$ cat config.mk
export PLATFORM = sky130hd
export DESIGN_NAME = decode_issue
export DESIGN_NICKNAME = d
export VERILOG_FILES = /design/src/rtl/decode_issue.sv
export SDC_FILE = /design/constraint.sdc
export NUM_CORES = 1
export LEC_CHECK = 0
export ABC_AREA = 1
export BUFFER_PORTS_ARGS = -buffer_cell sky130_fd_sc_hd__buf_2
export CORE_ASPECT_RATIO = 1.2
export CORE_MARGIN = 2
export CORE_UTILIZATION = 42
export DETAILED_ROUTE_END_ITERATION = 6
export PLACE_DENSITY = 0.82
export SYNTH_ARGS = -nofsm -noshare
export SYNTH_HDL_FRONTEND = slang
export SYNTH_SLANG_ARGS = --single-unit
$ cat constraint.sdc
create_clock -name clk -period 1.5 [get_ports clk]
set_clock_uncertainty 0.05 [all_clocks]
set_input_delay 0.075 -clock clk [delete_from_list [all_inputs] [get_ports clk]]
set_output_delay 0.075 -clock clk [all_outputs]
set_load 0.005 [all_outputs]
$ cat src/rtl/decode_issue.sv
// Decode/issue stage feeding execute; sole owner of the 8x16 register file ports.
// Optional DECODE_STALL_CNT_EN adds a saturating stall counter output.
//
// Ports:
//   clk, rst_n                      clock, async active-low reset
//   instr_valid/instr/instr_ready   instruction handshake
//   rf_addr_op1/op2, rf_out_op1/op2 registered read port of the register file
//   rf_load/rf_addr/rf_data         register file write port (copy of wb_*)
//   wb_valid/wb_addr/wb_data        writeback from execute, always accepted
//   ex_valid/ex_ready               issue handshake to execute
//   ex_opcode/ex_rd/ex_a/ex_b       issued operation
//   stall_cnt                       (DECODE_STALL_CNT_EN only) stall cycles
module decode_issue #(
    parameter int DATA_W = 16,
    parameter int NREG   = 8,
    parameter int ADDR_W = 3
) (
    input  logic              clk,
    input  logic              rst_n,
    input  logic              instr_valid,
    input  logic [15:0]       instr,
    output logic              instr_ready,
    output logic [ADDR_W-1:0] rf_addr_op1,
    output logic [ADDR_W-1:0] rf_addr_op2,
    input  logic [DATA_W-1:0] rf_out_op1,
    input  logic [DATA_W-1:0] rf_out_op2,
    output logic              rf_load,
    output logic [ADDR_W-1:0] rf_addr,
    output logic [DATA_W-1:0] rf_data,
    input  logic              wb_valid,
    input  logic [ADDR_W-1:0] wb_addr,
    input  logic [DATA_W-1:0] wb_data,
    output logic              ex_valid,
    input  logic              ex_ready,
    output logic [3:0]        ex_opcode,
    output logic [ADDR_W-1:0] ex_rd,
    output logic [DATA_W-1:0] ex_a,
    output logic [DATA_W-1:0] ex_b
`ifdef DECODE_STALL_CNT_EN
    ,
    output logic [15:0]       stall_cnt
`endif
);

    localparam logic [3:0] OP_NOP = 4'hF;
    localparam logic [3:0] OP_LDI = 4'hE;

    typedef enum logic [1:0] {
        S_IDLE,
        S_HAZ,
        S_READ,
        S_ISSUE
    } state_t;

    state_t            state_q, state_d;
    logic [15:0]       ir_q, ir_d;
    logic [NREG-1:0]   busy_q, busy_d;
    logic [DATA_W-1:0] ex_a_q, ex_a_d;
    logic [DATA_W-1:0] ex_b_q, ex_b_d;

    logic [3:0]        ir_op;
    logic [ADDR_W-1:0] ir_rd;
    logic [ADDR_W-1:0] ir_rs1;
    logic [ADDR_W-1:0] ir_rs2;
    logic              ir_ldi;
    logic              haz;

    assign ir_op  = ir_q[15:12];
    assign ir_rd  = ir_q[11:9];
    assign ir_rs1 = ir_q[8:6];
    assign ir_rs2 = ir_q[5:3];
    assign ir_ldi = (ir_op == OP_LDI);

    // An active writeback owns the write port, so the stage waits it out
    // even when no operand is involved.
    assign haz = busy_q[ir_rd]
               | (~ir_ldi & (busy_q[ir_rs1] | busy_q[ir_rs2]))
               | wb_valid;

    assign rf_addr_op1 = ir_rs1;
    assign rf_addr_op2 = ir_rs2;
    assign rf_load     = wb_valid;
    assign rf_addr     = wb_addr;
    assign rf_data     = wb_data;

    assign ex_opcode = ir_op;
    assign ex_rd     = ir_rd;
    assign ex_a      = ex_a_q;
    assign ex_b      = ex_b_q;

    always_comb begin
        state_d     = state_q;
        ir_d        = ir_q;
        busy_d      = busy_q;
        ex_a_d      = ex_a_q;
        ex_b_d      = ex_b_q;
        instr_ready = 1'b0;
        ex_valid    = 1'b0;

        if (wb_valid) begin
            busy_d[wb_addr] = 1'b0;
        end

        unique case (state_q)
            S_IDLE: begin
                instr_ready = 1'b1;
                if (instr_valid && instr[15:12] != OP_NOP) begin
                    ir_d    = instr;
                    state_d = S_HAZ;
                end
            end
            S_HAZ: begin
                if (!haz) begin
                    if (ir_ldi) begin
                        ex_a_d  = DATA_W'(ir_q[5:0]);
                        ex_b_d  = '0;
                        state_d = S_ISSUE;
                    end else begin
                        // Register file samples rf_addr_op* at this edge.
                        state_d = S_READ;
                    end
                end
            end
            S_READ: begin
                ex_a_d  = rf_out_op1;
                ex_b_d  = rf_out_op2;
                state_d = S_ISSUE;
            end
            S_ISSUE: begin
                ex_valid = 1'b1;
                if (ex_ready) begin
                    // rd was non-busy in HAZ, so no clear can collide here.
                    busy_d[ir_rd] = 1'b1;
                    state_d       = S_IDLE;
                end
            end
            default: state_d = S_IDLE;
        endcase
    end

    always_ff @(posedge clk or negedge rst_n) begin
        if (!rst_n) begin
            state_q <= S_IDLE;
            ir_q    <= '0;
            busy_q  <= '0;
            ex_a_q  <= '0;
            ex_b_q  <= '0;
        end else begin
            state_q <= state_d;
            ir_q    <= ir_d;
            busy_q  <= busy_d;
            ex_a_q  <= ex_a_d;
            ex_b_q  <= ex_b_d;
        end
    end

`ifdef DECODE_STALL_CNT_EN
    logic        stall;
    logic [15:0] stall_cnt_q, stall_cnt_d;

    assign stall = ((state_q == S_HAZ) & haz)
                 | ((state_q == S_ISSUE) & ~ex_ready);

    always_comb begin
        stall_cnt_d = stall_cnt_q;
        if (stall && stall_cnt_q != 16'hFFFF) begin
            stall_cnt_d = stall_cnt_q + 16'd1;
        end
    end

    always_ff @(posedge clk or negedge rst_n) begin
        if (!rst_n) begin
            stall_cnt_q <= '0;
        end else begin
            stall_cnt_q <= stall_cnt_d;
        end
    end

    assign stall_cnt = stall_cnt_q;
`endif

endmodule

==> run metrics <==
status=finished, violations left; failing checks=setup timing; Buffers on Ports=106; worst skew pair latency=0.33 ns; final worst-path setup slack=-0.172 ns; syn_nets=450; Die Span X=81.1 um; multiplexer share of the synthesized area=1.13%; area grow syn2layout=47.6%; Final ANT Viol Nets=0; DR DRC count=0; hold_ws=0.0299 ns; cell count after synthesis=374; dpl cell area=3530 um2; fin crit share=111%; FILL cells=535; CP required=1.71 ns; FF-to-FF path depth=10; clock share of power=16.2%; drt pass-1 iters=4; Pwr Total=8.34 mW; Core ar.=6850 um2; chip height=96.5 um; final hold violations=0; leak pwr=2.39 nW; met1 WL=3410 um; Root Driver=clkbuf_8; RR Endpoint=ex_b[9]; CTS Sinks=58; Post-Layout Cell Count=619; top cell type's share of synthesized area=48.4%; Setup WS pre-CTS=-0.250 ns; Post-layout nets=603; register share of total power=32.9%; gpl congestion=0.849; largest net degree at the start of global routing=33; synth cell count leaders=nand2_1 (125), dfrtp_1 (58), nand3_1 (41); largest family of logic cells by synthesized area=simple AND/OR/NAND/NOR gates; power per standard cell area=1890 nW/um2; vias per cell=4.85; Hold Crit Start=rf_out_op1[5]; Iter 0 DRT Violations=177; simple-gate share of the synthesized area=26.3%; Final Cell Area=4420 um2; unrepaired setup endpoints after global routing=true; remaining global-route overflow=0; Worst IR Drop VDD=0.00118 V; top cell type by total area after synthesis=dfrtp_1; crit path DAT=1.89 ns; gr usage total=21.1%; routed len/inst=13.6 um; Synth Register Bits=58; Synth Area in XOR/XNOR=0%; Crit. End Element=flip-flop; first-pass GRT wire length=12600 um; Ys Warns=0; switching power=3.33 mW; Longest Clk Path Bufs=2; post-synthesis compound-gate area fraction=7.27%; internal power=5.02 mW; TritonCTS clock tree=built; WL final=8410 um; worst min path class=input port to flip-flop; adder-cell area share of the yosys netlist=1.67%; switching share of total power=39.8%; post-synthesis cell type count=22; sequential share of the synthesized area=48.4%; I/O pins=139; antenna fix cells=0; syn_area_per_cell=8.01 um2; wire length on met3=554 um; detailed placement HPWL=5240 um; H-tree depth=3; DR top layer=met4; Mapped Area=3000 um2; footprint of the multi-input gates=1200 um2; Top FF cell, synth=dfrtp_1; Max Clk Rate=598 MHz; Reg area=1460 um2; Slew HR=61.8%; die footprint=7830 um2; FF-to-FF setup slack=-0.17 ns; Post-synth EDFFs=0; FFs w/ async S/R, synth=100%; Worst setup SP type=flip-flop; Via Count=3001; Cell Rows=33; Worst Hold Path EP=ex_a[5]; initial antenna violation count=0; Setup TNS Final=-4.69 ns; number of max-cap violations=0; wire length on met2=4270 um; Core Util, Final=64.5%; fin crit period=1.67 ns; slew of the pin with the lowest slew margin=0.572 ns; vias in the first global route=2842; Post-Place Cells=551; share of post-route cells with drive strength above 1=37.6%; Comb power frac=50.9%; Num CTS Buffers=9; r2r startpoint=ir_q[10]; final setup violating endpoints=32; Reg clk slew, reported paths=0.07 ns; ranking of synthesized cells by area=dfrtp_1 (48%), nand2_1 (16%), buf_4 (8.5%), nand3_1 (6.8%), o21ai_0 (3.7%); most numerous cell in the Yosys netlist=nand2_1; cell count of the worst hold path=5; Final Slew Violations=0; worst-path fanout max=7; starting density of the core=43.7%; kind of critical path=flip-flop to flip-flop
[routing by layer]
metal | vias up | GRT usage [%]
li1 | 1459 | -
met5 | - | 0
met3 | 15 | 4.74
met4 | 0 | 10.0
met2 | 141 | 36.0
met1 | 1386 | 25.2
[critical path, stage by stage (launching register included)]
cell       delay, ns
dfrtp_1         0.44
nand2_1         0.09
inv_1           0.06
o21ai_1         0.11
a21oi_2         0.07
nor3_4          0.20
nand2_2         0.12
nand2_8         0.16
clkbuf_16       0.17
nand3_1         0.07
nand2_1         0.07
[flip-flops by register name (all words and copies together) (netlist names)]
name	flops
busy_q	8
ex_a	16
ex_b	16
ir_q	16
state_q	2
[cell usage in the layout, fill, tap and decap left out, types with 3 or more instances in the layout]
cell	netlist	final
nand2_1	125	121
dfrtp_2	0	3
a21oi_1	15	13
nand2_2	1	5
buf_6	5	6
clkinv_2	0	4
mux2_2	3	3
nor2_1	18	12
nand3_2	0	6
dlygate4sd3_1	0	43
nor2_2	0	5
nand3_1	41	34
inv_1	29	23
clkbuf_8	0	9
buf_4	34	29
dfrtp_1	58	55
buf_2	1	105
o21ai_0	22	22
inv_2	2	6
[cell type report]
class / count / area share, %
sequential: 58 / 32.9
timing repair buffer: 188 / 30.3
multi-input combinational: 239 / 27.2
inverter: 31 / 2.97
clock buffer: 10 / 2.88
tap: 87 / 2.46
clock inverter: 6 / 1.30
[repair_timing]
item / in CTS / in global routing
pin swaps: 0 / 6
buffers inserted: 3 / 4
endpoints found under the setup margin: 44 / 45
gates resized for setup: 20 / 31
hold endpoints to repair: 64 / 0
cloned: 0 / 2
hold buffers: 43 / 0
[kinds of logic (layout without fill, tap and decap cells)]
kind of cell,after synthesis,after routing
AOI/OAI and AO/OA,42,42
adders and majority gates,4,4
buffers and inverters,77,235
DFF,58,58
muxes,3,3
and+or+nand+nor,190,190
[worst max path at each step]
stage | start | to | slack, ns | cells past startpoint
after floorplan | ir_q[9] | ex_a[10] | 0.002 | 10
after global placement | ir_q[9] | ex_b[13] | -0.20 | 10
after detailed placement | ir_q[9] | ex_b[13] | -0.25 | 10
after CTS | ir_q[9] | ex_b[4] | -0.1 | 9
after global routing | ir_q[10] | ex_a[7] | -0.27 | 10
final | ir_q[10] | ex_b[9] | -0.17 | 10
[power groups by stage]
| stage | Clock (mW) | Sequential [mW] | Combinational (mW) |
|---|---|---|---|
| global placement | 0 | 2.71 | 3.32 |
| global route | 1.45 | 2.83 | 4.71 |
| finish | 1.35 | 2.75 | 4.25 |
| floorplan | 0 | 2.72 | 2.24 |
| detailed placement | 0 | 2.72 | 3.44 |
| CTS | 1.39 | 2.70 | 3.78 |
(Power assumes the default switching activity.)
